## src/rtl/keypad_pkg.sv

```systemverilog
// Shared definitions for the keypad scanner: FSM state encoding and key-code helpers.
package keypad_pkg;

  typedef enum logic [1:0] {
    ST_SCAN     = 2'd0,
    ST_DEBOUNCE = 2'd1,
    ST_HELD     = 2'd2,
    ST_RELEASE  = 2'd3
  } kp_state_t;

  // Key code is 4*row + col, which is simply the concatenation of the two indices.
  function automatic logic [3:0] key_code(input logic [1:0] row, input logic [1:0] col);
    return {row, col};
  endfunction

  // One-cold row drive: the selected row is pulled low.
  function automatic logic [3:0] row_drive(input logic [1:0] row);
    return ~(4'b0001 << row);
  endfunction

  // Lowest-index low column; only meaningful when at least one column is low.
  function automatic logic [1:0] lowest_low(input logic [3:0] cols);
    if (!cols[0])      return 2'd0;
    else if (!cols[1]) return 2'd1;
    else if (!cols[2]) return 2'd2;
    else               return 2'd3;
  endfunction

endpackage

```

## src/rtl/sync_2ff.sv

```systemverilog
// Two-flop synchronizer for the asynchronous keypad columns; resets to the idle (pulled-up) level.
module sync_2ff #(
  parameter int          WIDTH     = 4,
  parameter logic [WIDTH-1:0] RESET_VAL = '1
) (
  input  logic             clk,
  input  logic             reset,
  input  logic [WIDTH-1:0] d,
  output logic [WIDTH-1:0] q
);

  logic [WIDTH-1:0] meta_q;

  always_ff @(posedge clk) begin
    if (reset) begin
      meta_q <= RESET_VAL;
      q      <= RESET_VAL;
    end else begin
      meta_q <= d;
      q      <= meta_q;
    end
  end

endmodule

```

## src/rtl/keypad_scanner.sv

```systemverilog
// 4x4 keypad scanner: row strobing, column debounce and single-key press/release tracking.
module keypad_scanner
  import keypad_pkg::*;
#(
  parameter int SCAN_DIV       = 1000,
  parameter int DEBOUNCE_COUNT = 8
) (
  input  logic       clk,
  input  logic       reset,
  input  logic [3:0] col_in,
  output logic [3:0] row_out,
  output logic [3:0] keypad_value,
  output logic       key_valid,
  output logic       key_pressed
);

  localparam logic [15:0] DWELL_MAX  = 16'(SCAN_DIV - 1);
  localparam logic [7:0]  DEB_TARGET = 8'(DEBOUNCE_COUNT);

  logic [3:0]  col_sync;
  kp_state_t   state_q, state_d;
  logic [1:0]  row_q, row_d;
  logic [1:0]  cand_q, cand_d;
  logic [7:0]  deb_q, deb_d;
  logic [15:0] dwell_q;
  logic [3:0]  value_d;
  logic        valid_d;
  logic        pressed_d;
  logic        sample;
  logic        cand_low;
  logic [7:0]  deb_inc;
  logic [1:0]  first_low;

  sync_2ff #(.WIDTH(4), .RESET_VAL(4'b1111)) u_sync (
    .clk   (clk),
    .reset (reset),
    .d     (col_in),
    .q     (col_sync)
  );

  always_ff @(posedge clk) begin
    if (reset) begin
      dwell_q <= '0;
    end else if (dwell_q == DWELL_MAX) begin
      dwell_q <= '0;
    end else begin
      dwell_q <= dwell_q + 16'd1;
    end
  end

  assign sample    = (dwell_q == DWELL_MAX);
  assign cand_low  = ~col_sync[cand_q];
  assign deb_inc   = deb_q + 8'd1;
  assign first_low = lowest_low(col_sync);

  // Columns are only examined at the end of each dwell period; between samples nothing moves.
  always_comb begin
    state_d   = state_q;
    row_d     = row_q;
    cand_d    = cand_q;
    deb_d     = deb_q;
    value_d   = keypad_value;
    valid_d   = key_valid;
    pressed_d = 1'b0;
    if (sample) begin
      unique case (state_q)
        ST_SCAN: begin
          if (col_sync != 4'b1111) begin
            cand_d = first_low;
            if (DEB_TARGET == 8'd1) begin
              value_d   = key_code(row_q, first_low);
              valid_d   = 1'b1;
              pressed_d = 1'b1;
              deb_d     = '0;
              state_d   = ST_HELD;
            end else begin
              deb_d   = 8'd1;
              state_d = ST_DEBOUNCE;
            end
          end else begin
            row_d = row_q + 2'd1;
          end
        end
        ST_DEBOUNCE: begin
          if (cand_low) begin
            if (deb_inc == DEB_TARGET) begin
              value_d   = key_code(row_q, cand_q);
              valid_d   = 1'b1;
              pressed_d = 1'b1;
              deb_d     = '0;
              state_d   = ST_HELD;
            end else begin
              deb_d = deb_inc;
            end
          end else begin
            deb_d   = '0;
            row_d   = row_q + 2'd1;
            state_d = ST_SCAN;
          end
        end
        ST_HELD: begin
          if (!cand_low) begin
            if (DEB_TARGET == 8'd1) begin
              valid_d = 1'b0;
              deb_d   = '0;
              row_d   = row_q + 2'd1;
              state_d = ST_SCAN;
            end else begin
              deb_d   = 8'd1;
              state_d = ST_RELEASE;
            end
          end
        end
        ST_RELEASE: begin
          if (!cand_low) begin
            if (deb_inc == DEB_TARGET) begin
              valid_d = 1'b0;
              deb_d   = '0;
              row_d   = row_q + 2'd1;
              state_d = ST_SCAN;
            end else begin
              deb_d = deb_inc;
            end
          end else begin
            deb_d   = '0;
            state_d = ST_HELD;
          end
        end
        default: state_d = ST_SCAN;
      endcase
    end
  end

  // row_out is registered from the next row index, so it follows row_q on the same edge.
  always_ff @(posedge clk) begin
    if (reset) begin
      state_q      <= ST_SCAN;
      row_q        <= 2'd0;
      cand_q       <= 2'd0;
      deb_q        <= '0;
      row_out      <= 4'b1110;
      keypad_value <= 4'd0;
      key_valid    <= 1'b0;
      key_pressed  <= 1'b0;
    end else begin
      state_q      <= state_d;
      row_q        <= row_d;
      cand_q       <= cand_d;
      deb_q        <= deb_d;
      row_out      <= row_drive(row_d);
      keypad_value <= value_d;
      key_valid    <= valid_d;
      key_pressed  <= pressed_d;
    end
  end

endmodule

```

## config.mk

```make
export PLATFORM = sky130hd
export DESIGN_NAME = keypad_scanner
export DESIGN_NICKNAME = d
export VERILOG_FILES = /design/src/rtl/keypad_pkg.sv /design/src/rtl/sync_2ff.sv /design/src/rtl/keypad_scanner.sv
export SDC_FILE = /design/constraint.sdc
export NUM_CORES = 1
export LEC_CHECK = 0
export CELL_PAD_IN_SITES_DETAIL_PLACEMENT = 1
export CELL_PAD_IN_SITES_GLOBAL_PLACEMENT = 1
export CORE_ASPECT_RATIO = 0.9
export CORE_UTILIZATION = 44
export CTS_CLUSTER_SIZE = 25
export DETAILED_ROUTE_END_ITERATION = 10
export PLACE_DENSITY_LB_ADDON = 0.1
export SKIP_CTS_REPAIR_TIMING = 1
export SYNTH_ARGS = -nofsm -noshare
export SYNTH_HDL_FRONTEND = slang
export SYNTH_SLANG_ARGS = --single-unit
```

## constraint.sdc

```tcl
create_clock -name clk -period 3.05 [get_ports clk]
set_input_delay 0.4575 -clock clk [delete_from_list [all_inputs] [get_ports clk]]
set_output_delay 0.4575 -clock clk [all_outputs]
set_load 0.03 [all_outputs]
```

==> results by group, run 1 <==
Setup path
  • Master of the slowest instance on the critical path: sky130_fd_sc_hd__nor4_1
  • Max Fanout on Critical Path: 5
  • FF-to-FF End: keypad_value[2]$_SDFFE_PP0P_
  • Worst setup path class: reg2reg
  • CP startpoint kind: register
  • Critical R2R Launch: deb_q[0]$_SDFFE_PP0P_
  • Kind of end point of the critical path: register
  • Worst-case reg-to-reg path depth: 8
  • Crit path buf inv count: 0
  • CP arrival: 2.80 ns
  • Cell family with the largest share of critical-path delay: simple AND/OR/NAND/NOR gates
  • Crit-path cells: ha_1 > nand3_1 > o21a_1 > nor4_1 > nand4_1 > nor3_2 > mux2i_1 > nor2_1
  • Required time of the critical path: 3.22 ns
  • Crit-path max cell delay: 0.51 ns
  • Internal reg-to-reg setup slack: 0.42 ns

Final layout
  • Post-route core utilization: 54.91%
  • Area growth from synthesis to final layout: 16.20%
  • Ant. Diodes: 0
  • Fraction of final layout cells with drive strength greater than 1: 11.36%
  • Fillers: 550
  • Net count reported at finish: 271

Detailed routing
  • Initial DRT Pass Iterations: 4
  • Drt via density: 5.469
  • Total number of vias: 1,783
  • Post-detailed-route count of antenna-violating nets: 0
  • Mean routed wirelength per cell: 14.87 µm
  • Total Wirelength: 4.847 mm
  • DRC marker count from the first detailed-route iteration: 65
  • DRC errors left: 0

Global route
  • Overall fraction of global-route tracks in use: 20.54%
  • Global-route wire length before repair: 7.900 mm
  • Initial antenna violation count: 0
  • Number of global-route vias before repair: 1,658
  • Maximum number of pins on one net before global-route repair: 21
  • GRT overflow: 0

Synthesis
  • #FFs+latches synth: 48
  • Count of different cell masters after synthesis: 44
  • Cells taking the most area after synthesis: sky130_fd_sc_hd__dfxtp_1 44%, sky130_fd_sc_hd__nor2_1 6.8%, sky130_fd_sc_hd__xor2_1 4.5%, sky130_fd_sc_hd__or2_2 3.8%, sky130_fd_sc_hd__nand3_1 3.7%
  • Post-synthesis cell count: 247
  • YS warnings: 0
  • Yosys top cell by area: sky130_fd_sc_hd__dfxtp_1
  • Area fraction in compound gates after synthesis: 9.606%
  • Share of synthesized cell area in and, or, nand and nor gates: 32.29%
  • Post-synthesis instance area: 2162 µm²
  • Multiplexer area fraction after synthesis: 3.819%
  • Xor/xnor share of the synthesized area: 6.076%
  • Dominant combinational cell family by area after synthesis: simple AND/OR/NAND/NOR gates
  • Adder-cell share of the synthesized area: 1.157%
  • Fraction of post-synthesis cell area in the top cell type by area: 44.44%
  • Post-synth net total: 255
  • Post-synthesis sequential area ratio: 44.44%
  • Mean instance size in the synthesized netlist: 8.753 µm²

Floorplanning
  • Total die area: 5198 µm²
  • Count of pins on the block boundary: 16
  • Starting Density: 47.25%
  • DIE WIDTH: 75.89 µm
  • Area of the placeable core: 4576 µm²
  • Vertical extent of the die: 68.50 µm
  • Row count: 23

STA
  • Setup repair after global routing missed its margin: no
  • Setup Total Neg Slack: 0 ns
  • Upper clock frequency limit: 380.5 MHz
  • Setup-failing EPs final: 0
  • Slew at the pin closest to its max-slew limit: 0.8573 ns
  • Final worst path period share: 86.18%
  • Final worst clock skew: 0.007379 ns
  • Max transition margin: 42.51%
  • Final Hold Fails: 0
  • Minimum clock period: 2.628 ns
  • Number of pins with negative max-slew slack in the final report: 0
  • Setup ws final: 0.4216 ns
  • Hold Slack: 0.4172 ns

Power and ir drop
  • Power density cells: 498.6 nW/µm²
  • Worst IR drop on VDD: 0.2724 mV
  • Power, Total: 1.253 mW
  • Static Leak: 0.8659 nW

Clock tree
  • Number of H-tree levels: 2
  • Clock buffers created by TritonCTS: 5
  • Clock sink count: 48
  • Clock transition at the registers of the reported paths: 0.09 ns
  • Max Root-Sink Buffers: 2
  • Clock latency on the worst-skew pair: 0.30 ns
  • Clock tree from TritonCTS: built
  • Library cell used as clock root buffer: sky130_fd_sc_hd__clkbuf_8

Hold path
  • Worst min path class: reg2reg
  • Launch point of the worst hold path: u_sync.meta_q[1]$_SDFF_PP1_
  • Hold path endpoint: u_sync.q[1]$_SDFF_PP1_
  • Number of cells on the worst hold path: 1

Outcome
  • Result of the run: completed

Placement
  • RePlAce Congestion: 0.8143
  • Worst slack after detailed placement: 0.4689 ns
  • DP HPWL: 3.428 mm
  • Port Buf Inserts: 15

Flow run
  • Maximum Capacitance Violations: 0
[synth_stat cells]
cell type                   instances
sky130_fd_sc_hd__o31a_1             1
sky130_fd_sc_hd__inv_1              7
sky130_fd_sc_hd__or4_1              4
sky130_fd_sc_hd__nand2_1           17
sky130_fd_sc_hd__nor3_2             1
sky130_fd_sc_hd__or3_1              2
sky130_fd_sc_hd__nand2b_1           3
sky130_fd_sc_hd__a21oi_1           13
sky130_fd_sc_hd__or3_4              1
sky130_fd_sc_hd__clkbuf_1           8
sky130_fd_sc_hd__nor3b_1            1
sky130_fd_sc_hd__o32ai_1            1
sky130_fd_sc_hd__xnor2_1            4
sky130_fd_sc_hd__or4bb_1            1
sky130_fd_sc_hd__o21a_1             3
sky130_fd_sc_hd__and4_1             3
sky130_fd_sc_hd__o31ai_2            1
sky130_fd_sc_hd__dfxtp_1           48
sky130_fd_sc_hd__or3b_2             1
sky130_fd_sc_hd__nor2_1            39
sky130_fd_sc_hd__or2_2             13
sky130_fd_sc_hd__nand4_1            6
sky130_fd_sc_hd__nor3_4             1
sky130_fd_sc_hd__and3_1             3
sky130_fd_sc_hd__xor2_1            11
sky130_fd_sc_hd__a311oi_1           1
sky130_fd_sc_hd__a21o_1             1
sky130_fd_sc_hd__nand3b_1           3
sky130_fd_sc_hd__nor3_1             9
sky130_fd_sc_hd__nor4_4             1
sky130_fd_sc_hd__or4b_1             1
sky130_fd_sc_hd__a211oi_1           1
sky130_fd_sc_hd__nor4_1             1
sky130_fd_sc_hd__mux4_2             1
sky130_fd_sc_hd__nand3_1           16
sky130_fd_sc_hd__a2111oi_1          1
sky130_fd_sc_hd__mux2i_1            6
sky130_fd_sc_hd__o21ai_1            1
sky130_fd_sc_hd__o211a_1            1
sky130_fd_sc_hd__a2bb2oi_1          2
sky130_fd_sc_hd__nor2b_1            2
sky130_fd_sc_hd__o21ai_0            3
sky130_fd_sc_hd__o41ai_1            1
sky130_fd_sc_hd__ha_1               2
[kinds of logic after synthesis]
family          after synthesis
compound gates               31
flops                        48
mux                           7
buf+inv                      15
fa+ha+maj                     2
simple gates                129
xor+xnor                     15
[through the flow]
stage,std cells,instance area [µm²]
after floorplan,247,2162
after global placement,318,2375
after detailed placement,318,2375
after CTS,326,2512
after global routing,326,2512
final,326,2512
[cells in the final DEF, fill, tap and decap left out, types with 3 or more instances in the layout]
cell,netlist,routed
sky130_fd_sc_hd__a21oi_1,13,13
sky130_fd_sc_hd__nand4_1,6,6
sky130_fd_sc_hd__dfxtp_1,48,48
sky130_fd_sc_hd__nand3_1,16,16
sky130_fd_sc_hd__nor3_1,9,9
sky130_fd_sc_hd__or2_2,13,13
sky130_fd_sc_hd__o21a_1,3,3
sky130_fd_sc_hd__inv_1,7,7
sky130_fd_sc_hd__nor2_1,39,39
sky130_fd_sc_hd__o21ai_0,3,3
sky130_fd_sc_hd__clkdlybuf4s50_1,0,15
sky130_fd_sc_hd__mux2i_1,6,6
sky130_fd_sc_hd__nand2_1,17,17
sky130_fd_sc_hd__nand3b_1,3,3
sky130_fd_sc_hd__and4_1,3,3
sky130_fd_sc_hd__xnor2_1,4,4
sky130_fd_sc_hd__or4_1,4,4
sky130_fd_sc_hd__xor2_1,11,11
sky130_fd_sc_hd__nand2b_1,3,3
sky130_fd_sc_hd__and3_1,3,3
sky130_fd_sc_hd__clkbuf_8,0,5
[final cells by class]
type | count | area, µm² | share of cell area [%]
clock buffers | 5 | 68.82 | 2.739
flip-flops and latches | 48 | 960.9 | 38.25
multi-input cells | 184 | 1145 | 45.57
well taps | 62 | 77.57 | 3.088
inverters | 7 | 26.28 | 1.046
clock inverters | 3 | 68.82 | 2.739
repair buffers | 17 | 165.2 | 6.574
[per-layer routing]
metal,GRT usage [%],part of all wire (%)
met1,28.19,52
met2,31.86,45
met3,4.506,2.4
met4,6.944,1.1
met5,0,0
[sequential cells by signal, indices dropped and copies added, names as in the netlist, named ones only]
name and flops:
key_valid 1, dwell_q 16, u_sync.meta_q 4, row_q 2
cand_q 2, row_out 4, u_sync.q 4, keypad_value 4
state_q 1, key_pressed 1, deb_q 8
[how the worst max path moves through the flow]
| stage | endpoint | cells after the start | slack (ns) | start |
|---|---|---|---|---|
| 2_1_floorplan | keypad_value[0]$_SDFFE_PP0P_ | 8 | 0.83 | deb_q[0]$_SDFFE_PP0P_ |
| 3_3_place_gp | deb_q[4]$_SDFFE_PP0P_ | 6 | 0.49 | dwell_q[2]$_SDFF_PP0_ |
| 3_5_place_dp | deb_q[4]$_SDFFE_PP0P_ | 6 | 0.47 | dwell_q[2]$_SDFF_PP0_ |
| 4_1_cts | keypad_value[2]$_SDFFE_PP0P_ | 8 | 0.39 | deb_q[0]$_SDFFE_PP0P_ |
| 5_1_grt | keypad_value[2]$_SDFFE_PP0P_ | 8 | 0.15 | deb_q[0]$_SDFFE_PP0P_ |
| 6_report | keypad_value[2]$_SDFFE_PP0P_ | 8 | 0.42 | deb_q[0]$_SDFFE_PP0P_ |
[report_power, final]
| group | total, mW | internal, mW | switching, mW |
|---|---|---|---|
| Combinational | 0.0537 | 0.0245 | 0.0292 |
| Sequential | 0.645 | 0.637 | 0.00836 |
| Clock | 0.554 | 0.330 | 0.224 |
| Total | 1.25 | 0.991 | 0.262 |
(Power assumes the default switching activity.)
==> inputs of run 2 (changes only) <==
- ABC_AREA: unset -> 1
- CORE_UTILIZATION: 44 -> 42
- SKIP_CTS_REPAIR_TIMING: 1 -> unset
==> results by group, run 2 <==
Final layout
  • Fillers: 713
  • Non-filler instance count after layout: 432
  • Number of flip-flops under the largest register name: 16
  • Register Area: 960.9 µm²
  • Area growth from synthesis to final layout: 12.27%
  • Commonest cells after routing, fill and taps aside: 77 x sky130_fd_sc_hd__nand2_1, 48 x sky130_fd_sc_hd__dfxtp_1, 47 x sky130_fd_sc_hd__nor2_1
  • Area taken by multi-input logic gates: 1216 µm²
  • Fraction of final layout cells with drive strength greater than 1: 10.14%
  • Most common cell after layout, fill and taps aside: sky130_fd_sc_hd__nand2_1
  • Net count reported at finish: 373
  • Ant. Diodes: 0
  • Largest registers in the final layout: dwell_q (16), deb_q (8)
  • Most flop-heavy register: dwell_q
  • Post-route core utilization: 50.02%

Floorplanning
  • Starting Density: 44.56%
  • DIE WIDTH: 81.64 µm
  • Area of the placeable core: 5380 µm²
  • Vertical extent of the die: 73.68 µm
  • Count of pins on the block boundary: 16
  • Row count: 25
  • Total die area: 6014 µm²

Setup path
  • Internal reg-to-reg setup slack: 1.06 ns
  • Worst setup path class: reg2reg
  • Kind of end point of the critical path: register
  • Critical R2R Launch: deb_q[0]$_SDFFE_PP0P_
  • Crit-path max cell delay: 0.42 ns
  • CP arrival: 2.19 ns
  • Master of the slowest instance on the critical path: sky130_fd_sc_hd__dfxtp_1
  • Required time of the critical path: 3.25 ns
  • Most used cell, CP: sky130_fd_sc_hd__nand2_1
  • Crit-path cells: ha_1 > nand2_1 > clkinv_1 > nand3_1 > nand2_1 > nand2_1 > nor2_2 > nand2_2 > nor3_4 > inv_2 > nor2_1 > nor2_1
  • CP startpoint kind: register
  • FF-to-FF End: keypad_value[1]$_SDFFE_PP0P_
  • Worst-case reg-to-reg path depth: 12
  • Max Fanout on Critical Path: 5

Clock tree
  • Library cell used as clock root buffer: sky130_fd_sc_hd__clkbuf_8
  • Post-CTS Setup Bufs: 0
  • Post-CTS Hold Buffers: 0
  • Count of cells resized by post-cts repair: 0
  • Clock sink count: 48
  • Clock buffers created by TritonCTS: 5
  • Number of H-tree levels: 2
  • Clock transition at the registers of the reported paths: 0.08 ns
  • Clock latency on the worst-skew pair: 0.30 ns
  • Max Root-Sink Buffers: 2
  • Clock tree from TritonCTS: built

Global route
  • Maximum number of pins on one net before global-route repair: 17
  • Overall fraction of global-route tracks in use: 21.38%
  • Global-route wire length before repair: 9.653 mm
  • GRT overflow: 0
  • Initial antenna violation count: 0
  • Number of global-route vias before repair: 2,105

Synthesis
  • YS warnings: 0
  • Most frequent cells after synthesis: 77 x sky130_fd_sc_hd__nand2_1, 48 x sky130_fd_sc_hd__dfxtp_1, 47 x sky130_fd_sc_hd__nor2_1, 45 x sky130_fd_sc_hd__inv_1, 27 x sky130_fd_sc_hd__nand3_1
  • Proportion of synthesized flip-flops having asynchronous set or reset: 0%
  • Post-synthesis cell count: 347
  • Post-synth net total: 355
  • Mean instance size in the synthesized netlist: 6.909 µm²
  • Yosys top cell by area: sky130_fd_sc_hd__dfxtp_1
  • #FFs+latches synth: 48
  • Post-synthesis sequential area ratio: 40.08%
  • Cell with the most instances after synthesis: sky130_fd_sc_hd__nand2_1
  • Cells taking the most area after synthesis: sky130_fd_sc_hd__dfxtp_1 40%, sky130_fd_sc_hd__nand2_1 12%, sky130_fd_sc_hd__nor2_1 7.4%, sky130_fd_sc_hd__inv_1 7.0%, sky130_fd_sc_hd__nand3_1 5.6%
  • Post-synthesis instance area: 2397 µm²
  • Fraction of post-synthesis cell area in the top cell type by area: 40.08%
  • Number of flops mapped to enable cells by yosys: 0
  • Count of different cell masters after synthesis: 33
  • Top flip-flop cell by instance count after synthesis: sky130_fd_sc_hd__dfxtp_1

Hold path
  • Number of cells on the worst hold path: 1
  • Launch point of the worst hold path: u_sync.meta_q[0]$_SDFF_PP1_
  • Hold path endpoint: u_sync.q[0]$_SDFF_PP1_
  • Worst min path class: reg2reg

Power and ir drop
  • Worst IR drop on VDD: 0.2971 mV
  • Power density cells: 388.9 nW/µm²
  • Combinational group share of total power: 4.0%
  • Power, Total: 1.047 mW
  • Internal power: 0.8065 mW
  • Seq pwr share: 61.0%
  • Static Leak: 1.123 nW
  • Power dissipated by switching net loads: 0.2402 mW
  • Clock power share: 35.0%
  • Proportion of total power due to net switching: 22.95%

Detailed routing
  • DRC errors left: 0
  • Drt via density: 5.100
  • Post-detailed-route count of antenna-violating nets: 0
  • Total Wirelength: 5.654 mm
  • Mean routed wirelength per cell: 13.09 µm
  • Total number of vias: 2,203
  • Initial DRT Pass Iterations: 4
  • DRC marker count from the first detailed-route iteration: 86

STA
  • Setup Total Neg Slack: 0 ns
  • Final worst clock skew: 0.005936 ns
  • Minimum clock period: 1.987 ns
  • Final worst path period share: 65.14%
  • Max transition margin: 61.24%
  • Slew at the pin closest to its max-slew limit: 0.5800 ns
  • Setup ws final: 1.063 ns
  • Final Hold Fails: 0
  • Setup-failing EPs final: 0
  • Number of pins with negative max-slew slack in the final report: 0
  • Upper clock frequency limit: 503.3 MHz
  • Setup repair after global routing missed its margin: no

Placement
  • DP HPWL: 4.494 mm
  • Port Buf Inserts: 15
  • RePlAce Congestion: 0.8249
  • Worst slack after detailed placement: 0.9138 ns
  • Number of placed instances with taps included: 425

Flow run
  • Maximum Capacitance Violations: 0

Outcome
  • Result of the run: completed
==> run 2: power groups by stage <==
stage | Combinational, mW | Sequential (mW) | Clock (mW)
after floorplan | 0.0278 | 0.652 | 0
after global placement | 0.0409 | 0.653 | 0
after detailed placement | 0.0425 | 0.653 | 0
after CTS | 0.0429 | 0.639 | 0.382
after global routing | 0.0492 | 0.640 | 0.404
final | 0.0420 | 0.638 | 0.366
==> run 2: final cells by class <==
class / instances / share of cell area (%)
clock buffers: 5 / 2.557
clock inverters: 2 / 0.4649
inverters: 51 / 7.113
multi-input cells: 243 / 45.19
flip-flops and latches: 48 / 35.70
well taps: 67 / 3.115
repair buffers: 16 / 5.858
==> run 2: worst max path at each step <==
stage,startpoint,endpoint,depth (start not counted),slack [ns]
floorplan,deb_q[1]$_SDFFE_PP0P_,keypad_value[2]$_SDFFE_PP0P_,12,1.41
global placement,reset,dwell_q[11]$_SDFF_PP0_,4,0.93
detailed placement,reset,dwell_q[11]$_SDFF_PP0_,4,0.91
CTS,deb_q[0]$_SDFFE_PP0P_,keypad_value[0]$_SDFFE_PP0P_,12,1.05
global route,dwell_q[0]$_SDFF_PP0_,dwell_q[14]$_SDFF_PP0_,11,0.81
finish,deb_q[0]$_SDFFE_PP0P_,keypad_value[1]$_SDFFE_PP0P_,12,1.06
==> run 2: routing by layer <==
| layer | global-route usage (%) | wire (µm) |
|---|---|---|
| met1 | 27.92 | 2873 |
| met2 | 35.09 | 2542 |
| met3 | 4.099 | 146 |
| met4 | 7.602 | 91 |
| met5 | 0 | 0 |
==> run 2: critical path, delay by kind of cell, from the launching register on <==
family	cells	cell delay, ns
AND/OR/NAND/NOR	9	0.99
adder cells (fa/ha/maj)	1	0.27
buffers and inverters	2	0.22
flip-flops	1	0.42
==> run 2: cell families after synthesis <==
group / synth area share, %
AO/OA/AOI/OAI: 9.237
flip-flops: 40.08
adder cells (fa/ha/maj): 1.044
buffers and inverters: 9.185
AND/OR/NAND/NOR: 38.62
XOR/XNOR: 1.827
==> run 2: through the flow <==
step / hold slack, ns / instance area (µm²)
after floorplan: 0.3895 / 2397
after global placement: 0.3906 / 2610
after detailed placement: 0.3949 / 2610
after CTS: 0.4162 / 2691
after global routing: 0.4287 / 2691
final: 0.4138 / 2691
